--- config.mk ---
export PLATFORM = sky130hd
export DESIGN_NAME = ofm_drain_11
export DESIGN_NICKNAME = d
export VERILOG_FILES = /design/src/rtl/ofm_drain_11_pkg.sv /design/src/rtl/ofm_drain_11_snap_fifo.sv /design/src/rtl/ofm_drain_11.sv
export SDC_FILE = /design/constraint.sdc
export NUM_CORES = 2
export LEC_CHECK = 0
export CAP_MARGIN = 20
export CORE_ASPECT_RATIO = 0.5
export CORE_UTILIZATION = 40
export CTS_BUF_LIST = sky130_fd_sc_hd__clkbuf_8
export CTS_CLUSTER_DIAMETER = 100
export DETAILED_ROUTE_END_ITERATION = 7
export PLACE_DENSITY = 0.57
export SLEW_MARGIN = 25
export SYNTH_ARGS = -nofsm -noshare
export SYNTH_HDL_FRONTEND = slang
export SYNTH_HIERARCHICAL = 1
export SYNTH_SLANG_ARGS = --single-unit
--- constraint.sdc ---
create_clock -name clk -period 11.2 [get_ports clk]
set_clock_uncertainty 0.1 [all_clocks]
set_input_delay 2.8 -clock clk [delete_from_list [all_inputs] [get_ports clk]]
set_output_delay 2.8 -clock clk [all_outputs]
set_load 0.005 [all_outputs]
--- src/rtl/ofm_drain_11_pkg.sv ---
// Shared types and the requantisation function for the OFM drain path.
// The package name is ru_pkg; the file is named after the block that uses it.
package ru_pkg;

  localparam int COL        = 8;
  localparam int OFM_WIDTH  = 32;
  localparam int OUT_WIDTH  = 8;
  localparam int SNAP_DEPTH = 4;

  typedef logic signed [OFM_WIDTH-1:0] sum_t;

  typedef enum logic {
    IDLE,
    DRAIN
  } drain_state_e;

  localparam logic signed [OFM_WIDTH:0] Q_MAX = (OFM_WIDTH+1)'(2**(OUT_WIDTH-1) - 1);
  localparam logic signed [OFM_WIDTH:0] Q_MIN = (OFM_WIDTH+1)'(-(2**(OUT_WIDTH-1)));

  // One guard bit keeps the rounding add from wrapping at the sum_t extremes.
  function automatic logic [OUT_WIDTH-1:0] requant(sum_t s, logic [4:0] shift, logic relu);
    logic signed [OFM_WIDTH:0] t;
    logic signed [OFM_WIDTH:0] rnd;
    rnd = (shift == 5'd0) ? '0 : ((OFM_WIDTH+1)'(1) << (shift - 5'd1));
    t   = {s[OFM_WIDTH-1], s} + rnd;
    t   = t >>> shift;
    if (relu && t[OFM_WIDTH]) t = '0;
    if (t > Q_MAX)      t = Q_MAX;
    else if (t < Q_MIN) t = Q_MIN;
    return t[OUT_WIDTH-1:0];
  endfunction

endpackage

--- src/rtl/ofm_drain_11_snap_fifo.sv ---
// Synchronous snapshot FIFO; a push on a full FIFO is accepted only when
// the same edge also pops.
module snap_fifo #(
  parameter int WIDTH = 264,
  parameter int DEPTH = 4
) (
  input  logic             clk,
  input  logic             rstn,
  input  logic             push,
  input  logic [WIDTH-1:0] push_data,
  input  logic             pop,
  output logic [WIDTH-1:0] pop_data,
  output logic             full,
  output logic             empty
);

  localparam int AW = $clog2(DEPTH);

  logic [WIDTH-1:0] mem [DEPTH];
  logic [AW:0]      wr_ptr;
  logic [AW:0]      rd_ptr;
  logic             do_push;
  logic             do_pop;

  assign empty   = (wr_ptr == rd_ptr);
  assign full    = (wr_ptr[AW] != rd_ptr[AW]) && (wr_ptr[AW-1:0] == rd_ptr[AW-1:0]);
  assign do_pop  = pop && !empty;
  assign do_push = push && (!full || do_pop);

  assign pop_data = mem[rd_ptr[AW-1:0]];

  always_ff @(posedge clk or negedge rstn) begin
    if (!rstn) begin
      wr_ptr <= '0;
      rd_ptr <= '0;
    end else begin
      if (do_push) wr_ptr <= wr_ptr + (AW+1)'(1);
      if (do_pop)  rd_ptr <= rd_ptr + (AW+1)'(1);
    end
  end

  // Storage carries no reset; the pointers alone define what is valid.
  always_ff @(posedge clk) begin
    if (do_push) mem[wr_ptr[AW-1:0]] <= push_data;
  end

endmodule

--- src/rtl/ofm_drain_11.sv ---
// Captures per-column PE results, buffers them as snapshots and serialises
// the requantised set columns onto one valid/ready stream.
module ofm_drain_11
  import ru_pkg::*;
(
  input  logic                              clk,
  input  logic                              rstn,
  input  logic [COL-1:0]                    sum_valid,
  input  logic [COL-1:0][OFM_WIDTH-1:0]     sum,
  input  logic [4:0]                        cfg_shift,
  input  logic                              cfg_relu,
  output logic                              ofm_valid,
  input  logic                              ofm_ready,
  output logic [OUT_WIDTH-1:0]              ofm_data,
  output logic [$clog2(COL)-1:0]            ofm_col,
  output logic                              ofm_last,
  output logic                              busy,
  output logic                              ovf_err
);

  localparam int CW = $clog2(COL);
  localparam int SW = COL * (OFM_WIDTH + 1);

  drain_state_e                  state;
  logic [COL-1:0]                work_mask;
  logic [COL-1:0][OFM_WIDTH-1:0] work_data;

  logic          fifo_push;
  logic          fifo_pop;
  logic          fifo_full;
  logic          fifo_empty;
  logic [SW-1:0] fifo_wdata;
  logic [SW-1:0] fifo_rdata;

  logic [CW-1:0] lsb_col;
  logic          lsb_found;
  logic          single;
  logic          handshake;
  logic          drain_done;

  assign fifo_push  = |sum_valid;
  assign fifo_wdata = {sum_valid, sum};

  snap_fifo #(
    .WIDTH (SW),
    .DEPTH (SNAP_DEPTH)
  ) u_snap_fifo (
    .clk       (clk),
    .rstn      (rstn),
    .push      (fifo_push),
    .push_data (fifo_wdata),
    .pop       (fifo_pop),
    .pop_data  (fifo_rdata),
    .full      (fifo_full),
    .empty     (fifo_empty)
  );

  always_comb begin
    lsb_col   = '0;
    lsb_found = 1'b0;
    for (int i = 0; i < COL; i++) begin
      if (work_mask[i] && !lsb_found) begin
        lsb_col   = CW'(i);
        lsb_found = 1'b1;
      end
    end
  end

  assign single     = (work_mask != '0) && ((work_mask & (work_mask - COL'(1))) == '0);
  assign handshake  = (state == DRAIN) && ofm_ready;
  assign drain_done = handshake && single;

  // The FIFO head is taken either from IDLE or on the last word of the current
  // snapshot, so back-to-back snapshots drain without a bubble.
  assign fifo_pop = !fifo_empty && ((state == IDLE) || drain_done);

  always_ff @(posedge clk or negedge rstn) begin
    if (!rstn) begin
      state     <= IDLE;
      work_mask <= '0;
      work_data <= '0;
    end else begin
      case (state)
        IDLE: begin
          if (!fifo_empty) begin
            {work_mask, work_data} <= fifo_rdata;
            state                  <= DRAIN;
          end
        end
        DRAIN: begin
          if (handshake) begin
            if (single) begin
              if (!fifo_empty) begin
                {work_mask, work_data} <= fifo_rdata;
              end else begin
                work_mask <= '0;
                state     <= IDLE;
              end
            end else begin
              work_mask[lsb_col] <= 1'b0;
            end
          end
        end
        default: state <= IDLE;
      endcase
    end
  end

  always_ff @(posedge clk or negedge rstn) begin
    if (!rstn) begin
      ovf_err <= 1'b0;
    end else if (fifo_push && fifo_full && !fifo_pop) begin
      ovf_err <= 1'b1;
    end
  end

  // Requantisation happens at output time using the live cfg_shift/cfg_relu.
  assign ofm_valid = (state == DRAIN);
  assign ofm_col   = ofm_valid ? lsb_col : '0;
  assign ofm_last  = ofm_valid && single;
  assign ofm_data  = ofm_valid ? requant(sum_t'(work_data[lsb_col]), cfg_shift, cfg_relu) : '0;
  assign busy      = !fifo_empty || (state == DRAIN);

endmodule

Yosys cells after proc, flatten, opt, wreduce, memory -nomap -nowiden. Memories as Yosys holds them, arrays and structs flattened. Cells that the tools add are included.

$add $sub $neg: 5. $lt $le $gt $ge: 4. Eq/ne operators: 6. Shift operators: 2. Muxes and demuxes: 39. Bitwise logic cells: 4. Reduce and logical (&&, ||, !) cells: 38.

Operators by type and width (number): two-way mux 256 bit (3); one-hot mux 256 bit (2 select lines) (1); binary-select mux 32 bit (select 3 bit) (1); two-way mux 33 bit (2); two-way mux 8 bit (7); adder 33 bit (1); greater-than comparator 33 x 8 -> 1 bit, second input constant (1); less-than comparator 33 x 8 -> 1 bit, second input constant (1); << shifter 1 x 5 -> 33 bit, first input constant (1); >>> shifter 33 x 5 -> 33 bit (1); two-way mux 32 bit (1); logical AND 1 bit (19); bitwise AND 8 bit (2); one-hot mux 8 bit (2 select lines) (1); two-way mux 3 bit (5); two-way mux 1 bit (14); zero test 1 bit (10); zero test 8 bit (1); NOT 8 bit (1); nonzero test 8 bit (1); OR reduction 8 bit (1); subtractor 8 x 1 -> 8 bit, second input constant (1); adder 3 x 1 -> 3 bit, second input constant (2); zero test 5 bit (1); 14 further kinds (19).

Flip-flop bits (word level): 272. Bits in writable memories: 1056. Bits of input ports: 273. Output and inout bits: 15. Word-level logic and storage cells: 112. Memories: 1.

Memories: u_snap_fifo.mem (words 4, width 264, read ports 1, clocked after memory_dff 0, write ports 1, line ofm_drain_11_snap_fifo.sv:19) `logic [WIDTH-1:0] mem [DEPTH];`.

Logic depth before layout (Yosys ltp).
Depth after elaboration: 32. Depth in mapped cells: 27. Mapped depth without buffers: 24.

Hierarchy. The synthesis kept the hierarchy.

Modules (own cells, without submodules): snap_fifo (times used 1, cells each 1426, area an instance 38403.1 um2, seq. area each 31860.6 um2); ofm_drain_11 (times used 1, cells each 1693, area an instance 16960.0 um2, seq. area each 6656.4 um2).

Worst setup path after synthesis. Ideal clock, no wire load.

Path kind: in2out. Start: input port cfg_shift[2]. End: output port ofm_data[0]. Data arrival time: 8.117 ns. Data required time: 8.300 ns. Slack: 0.183 ns. Stages on the path: 22. Buffers on the path: 7. Cells stage by stage: clkbuf_1 -> clkbuf_1 -> buf_1 -> clkbuf_1 -> buf_1 -> buf_1 -> nor3_1 -> ha_1 -> buf_6 -> a21oi_2 -> o21ai_2 -> a21o_1 -> a22o_1 -> or3_4 -> a2111oi_4 -> o2bb2ai_2 -> mux2_4 -> or2_4 -> a2111oi_2 -> a21oi_1 -> o41ai_4 -> o21ai_1.

Cells in the longest elaborated chain, start to end: 11. Elaborated cells between the ends (all ways): 13. Those cells by class: 2 x add/sub; 2 x order compare; 2 x shift; 5 x mux; 2 x reduce/logical.

Ends and longest elaborated chain: start: declaration (line ofm_drain_11.sv:10) `input logic [4:0] cfg_shift,`; subtractor 5 x 1 -> 5 bit (line ofm_drain_11_pkg.sv:24) `rnd = (shift == 5'd0) ? '0 : ((OFM_WIDTH+1)'(1) << (shift - 5'd1));`; << shifter 1 x 5 -> 33 bit (line ofm_drain_11_pkg.sv:24); two-way mux 33 bit (line ofm_drain_11_pkg.sv:24); adder 33 bit (line ofm_drain_11_pkg.sv:25) `t = {s[OFM_WIDTH-1], s} + rnd;`; >>> shifter 33 x 5 -> 33 bit (*) (line ofm_drain_11_pkg.sv:26) `t = t >>> shift;`; logical AND 1 bit (line ofm_drain_11_pkg.sv:27) `if (relu && t[OFM_WIDTH]) t = '0;`; two-way mux 33 bit (*) (line ofm_drain_11_pkg.sv:27); less-than comparator 33 x 8 -> 1 bit (line ofm_drain_11_pkg.sv:29) `else if (t < Q_MIN) t = Q_MIN;`; two-way mux 8 bit (line ofm_drain_11_pkg.sv:29); two-way mux 8 bit (*) (line ofm_drain_11_pkg.sv:28) `if (t > Q_MAX) t = Q_MAX;`; two-way mux 8 bit (*) (line ofm_drain_11.sv:121) `assign ofm_data = ofm_valid ? requant(sum_t'(work_data[lsb_col]), cfg_shift, cfg_relu) : '0;`; end: declaration (line ofm_drain_11.sv:14) `output logic [OUT_WIDTH-1:0] ofm_data,`.

Mark *: on every way between the ends. The rest lies on a longest branch, timed or not.

Worst setup path after layout.
Start: input port cfg_shift[3]. End: output port ofm_data[3].

The elaborated chain is that of the path after synthesis.

==> impl_metrics.ini <==
[worst_setup_path]
cp.arrival_ps = 8060
crit_buf_inv = 29
crit_start = cfg_shift[3]
path_common_cell = buf_4
r2r-start = work_mask[4]
worst_setup_path_start_kind = input port
reg2regPathDepth = 12
cp_slowest_stage_delay_ps = 420
cp-end-kind = output pin
slowest_stage = clkdlybuf4s50_1
worst-path-stages = 38
critPathTopFamily = buffers and inverters
ff2ff_setup_slack_ps = 5890
worstSetupEndpoint = ofm_data[3]
path_max_fanout = 7
crit_required_ps = 8300
r2r-end = u_snap_fifo/mem[2][104]
path_class = in2out

[floorplanning]
chipHeight_microns = 265
die-width_microns = 528
core_area_sq_mm = 0.137
io_pins = 288
num_rows = 96
start_util_pct = 40.4
die_area_sq_mm = 0.140

[timing]
fin_tns_setup_ps = 0
hold_viol = 0
worst_pin_slew_ps = 1040
slew_viol_final = 0
period_needed_ps = 10960
rsz0062_at_grt = yes
fin_crit_sh_pct = 97.8
fmax_mhz = 91.3
slew_headroom_pct = 30.5
setup_violations = 0

[cts]
cts_buffers = 193
cts_tree = built
cts.clk_slew.worst_paths_ps = 60
clockBufferDepth = 3
worstSkewPairLatency_ps = 880
cts-root-buf = clkbuf_8
cts.sinks = 1328
h-tree-depth = 4

[yosys]
syn-cell-area_sq_mm = 0.0554
synth_ff_type = edfxtp_1
yosysSeqAreaShare_pct = 69.6
synth_warnings = 6
ys_types = 102
ys_ff_latch = 1328
syn_area_per_cell_sq_um = 17.8
syn_nets = 3430
synthArstFlopShare_pct = 20.5
synth-edff-count = 1056
synthCells = 3119

[global_routing]
grt_max_degree = 134
track_usage_pct = 21.8
grt-ovfl-total = 0
grt_pass1_wl_mm = 224
first_global_vias = 32800
grt_antenna_before_repair = 17

[cells_and_area]
drive_above_1_share_pct = 32.7
syn2layout_area_growth_pct = 21.0
layout.nets = 4132

[power_and_ir_drop]
pwr-share-comb_pct = 46.3
seq_power_share_pct = 37.4
clkPwrFrac_pct = 16.3
swShare_pct = 37.0
power.density_mw_per_mm2 = 338
power.switching_mw = 8.37
leakage_nw = 23.7
power.total_mw = 22.6
max-vdd-ir-drop_mv = 0.342
internal_power_mw = 14.3

[status]
status = finished with violations
failed_checks = design-rule violations

[drt]
ant_nets = 0
num_vias = 32000
first_pass_iters = 8
drt_iter0_drc = 2551
wl_per_cell_microns = 25.9
routed_wl_mm = 152
vias_per_cell = 5.46
drc = 2

[place]
io_buffers = 287
dp_hpwl_mm = 97.3
gp_congestion = 0.860

[job]
drv_cap = 0

[hold_path]
hold_path_class = reg2reg
-- cells by family (layout without fill, tap and decap cells) --
group	count (synthesis)	in the layout	synth area share [%]
compound gates	511	511	6.45
buf+inv	200	1070	1.70
flops	1328	1328	69.6
xor+xnor	28	28	0.457
simple gates	424	425	3.57
mux	589	589	17.4
other cells	1	5	0.00677
fa+ha+maj	38	38	0.872
-- final cells by class --
type                       instances  area, sq um
fill                           11700        70200
sequential                      1328        38500
timing repair buffer             682         5980
clock inverter                   144          679
tap                             1862         2330
antenna                            4         10.0
clock buffer                     220         3030
multi-input combinational       1592        16300
inverter                          24         97.6
-- cell usage after synthesis, types with 14 or more instances --
| master | n | area (sq um) |
|---|---|---|
| a21oi_1 | 89 | 445 |
| inv_1 | 23 | 86.3 |
| nand4_1 | 16 | 100 |
| nor2_1 | 102 | 383 |
| nand3_1 | 23 | 115 |
| mux4_2 | 271 | 6100 |
| nand2_1 | 163 | 612 |
| a222oi_1 | 17 | 170 |
| o21ai_1 | 23 | 115 |
| mux2i_1 | 54 | 541 |
| buf_2 | 46 | 230 |
| buf_1 | 26 | 97.6 |
| o22a_1 | 15 | 131 |
| clkbuf_1 | 81 | 304 |
| ha_1 | 37 | 463 |
| o211ai_1 | 24 | 180 |
| mux2_2 | 261 | 2940 |
| dfrtp_1 | 272 | 6810 |
| o21ai_0 | 112 | 561 |
| nor3_1 | 41 | 205 |
| a211oi_1 | 27 | 203 |
| edfxtp_1 | 1056 | 31700 |
| a21o_1 | 15 | 113 |
| a31oi_1 | 41 | 257 |
| xnor2_1 | 14 | 123 |
-- timing repair --
item / in CTS / in global routing
resized for setup: 56 / 47
hold buffers: 0 / 0
cloned: 1 / 0
endpoints found under the setup margin: 7 / 7
pin swaps: 10 / 11
buffers inserted: 27 / 8
-- metal layers --
layer | vias up | wire [microns] | global-route usage [%]
met5 | - | 39 | 0
met4 | 6 | 2440 | 4.95
met3 | 183 | 6850 | 3.32
met2 | 763 | 73900 | 35.1
met1 | 16900 | 68500 | 31.2
li1 | 14100 | - | -
-- metrics by stage --
step | cells | hold slack [ps] | setup WS (ps) | utilization, % | area [sq um]
finish | 5856 | 401 | 245 | 48.8 | 67000
global route | 5854 | 413 | -14.7 | 48.8 | 67000
CTS | 5844 | 405 | 0.475 | 48.6 | 66700
detailed placement | 5452 | 391 | -758 | 45.6 | 62600
global placement | 5451 | 385 | -762 | 45.6 | 62600
floorplan | 3119 | 368 | 183 | - | 55400
-- worst reg2reg max path, delay by kind of cell (launching register included) --
| kind | cells | cell delay [ps] |
|---|---|---|
| DFF | 1 | 490 |
| AOI/OAI and AO/OA | 2 | 270 |
| buffers and inverters | 2 | 1580 |
| and+or+nand+nor | 8 | 2430 |
-- layout by cell type, fill, tap and decap left out, types with 8 or more instances in the layout --
| master | synthesis | layout |
|---|---|---|
| inv_1 | 23 | 112 |
| ha_1 | 37 | 37 |
| clkbuf_8 | 0 | 220 |
| mux2i_1 | 54 | 54 |
| clkinv_2 | 0 | 14 |
| o21ai_2 | 2 | 9 |
| a21oi_2 | 6 | 13 |
| a222oi_1 | 17 | 17 |
| o21a_1 | 13 | 12 |
| buf_12 | 0 | 10 |
| nand4_1 | 16 | 16 |
| a21o_1 | 15 | 14 |
| or3_1 | 8 | 8 |
| o22ai_1 | 10 | 10 |
| a22o_1 | 9 | 9 |
| dfrtp_1 | 272 | 269 |
| edfxtp_1 | 1056 | 1056 |
| nand2_2 | 2 | 8 |
| a21oi_1 | 89 | 80 |
| o211ai_1 | 24 | 24 |
| clkdlybuf4s50_1 | 0 | 275 |
| xnor2_1 | 14 | 11 |
| mux2_2 | 261 | 261 |
| nand3_1 | 23 | 23 |
| buf_4 | 10 | 378 |
| o21ai_1 | 23 | 27 |
| a31oi_1 | 41 | 37 |
| mux4_2 | 271 | 271 |
| nor2_1 | 102 | 95 |
| o221ai_1 | 10 | 10 |
| o21ai_0 | 112 | 100 |
| xor2_1 | 13 | 12 |
| clkinv_1 | 1 | 25 |
| o22a_1 | 15 | 15 |
| nor3_1 | 41 | 33 |
| a211oi_1 | 27 | 25 |
| nand2_1 | 163 | 156 |
-- how the worst min path moves through the flow --
stage / startpoint / to / cells past startpoint
after floorplan: ovf_err / ovf_err / 1
after global placement: work_data[238] / work_data[238] / 1
after detailed placement: work_data[214] / work_data[214] / 1
after CTS: work_data[236] / work_data[236] / 1
after global routing: work_data[214] / work_data[214] / 1
final: work_data[236] / work_data[236] / 1
-- state kept, by name, summed over array words and instances, names as in the netlist --
name / cells
u_snap_fifo/wr_ptr: 3
work_mask: 8
u_snap_fifo/rd_ptr: 3
ovf_err: 1
work_data: 256
u_snap_fifo/mem: 1056
ofm_valid: 1
-- power groups by stage --
stage	registers, mW	logic [mW]	clock network (mW)
after floorplan	8.78	6.23	0
after global placement	8.47	10.3	0
after detailed placement	8.59	10.3	0
after CTS	8.50	10.5	3.78
after global routing	8.68	11.2	3.99
final	8.48	10.5	3.68
Note: power is estimated with default switching activity, not from simulation.
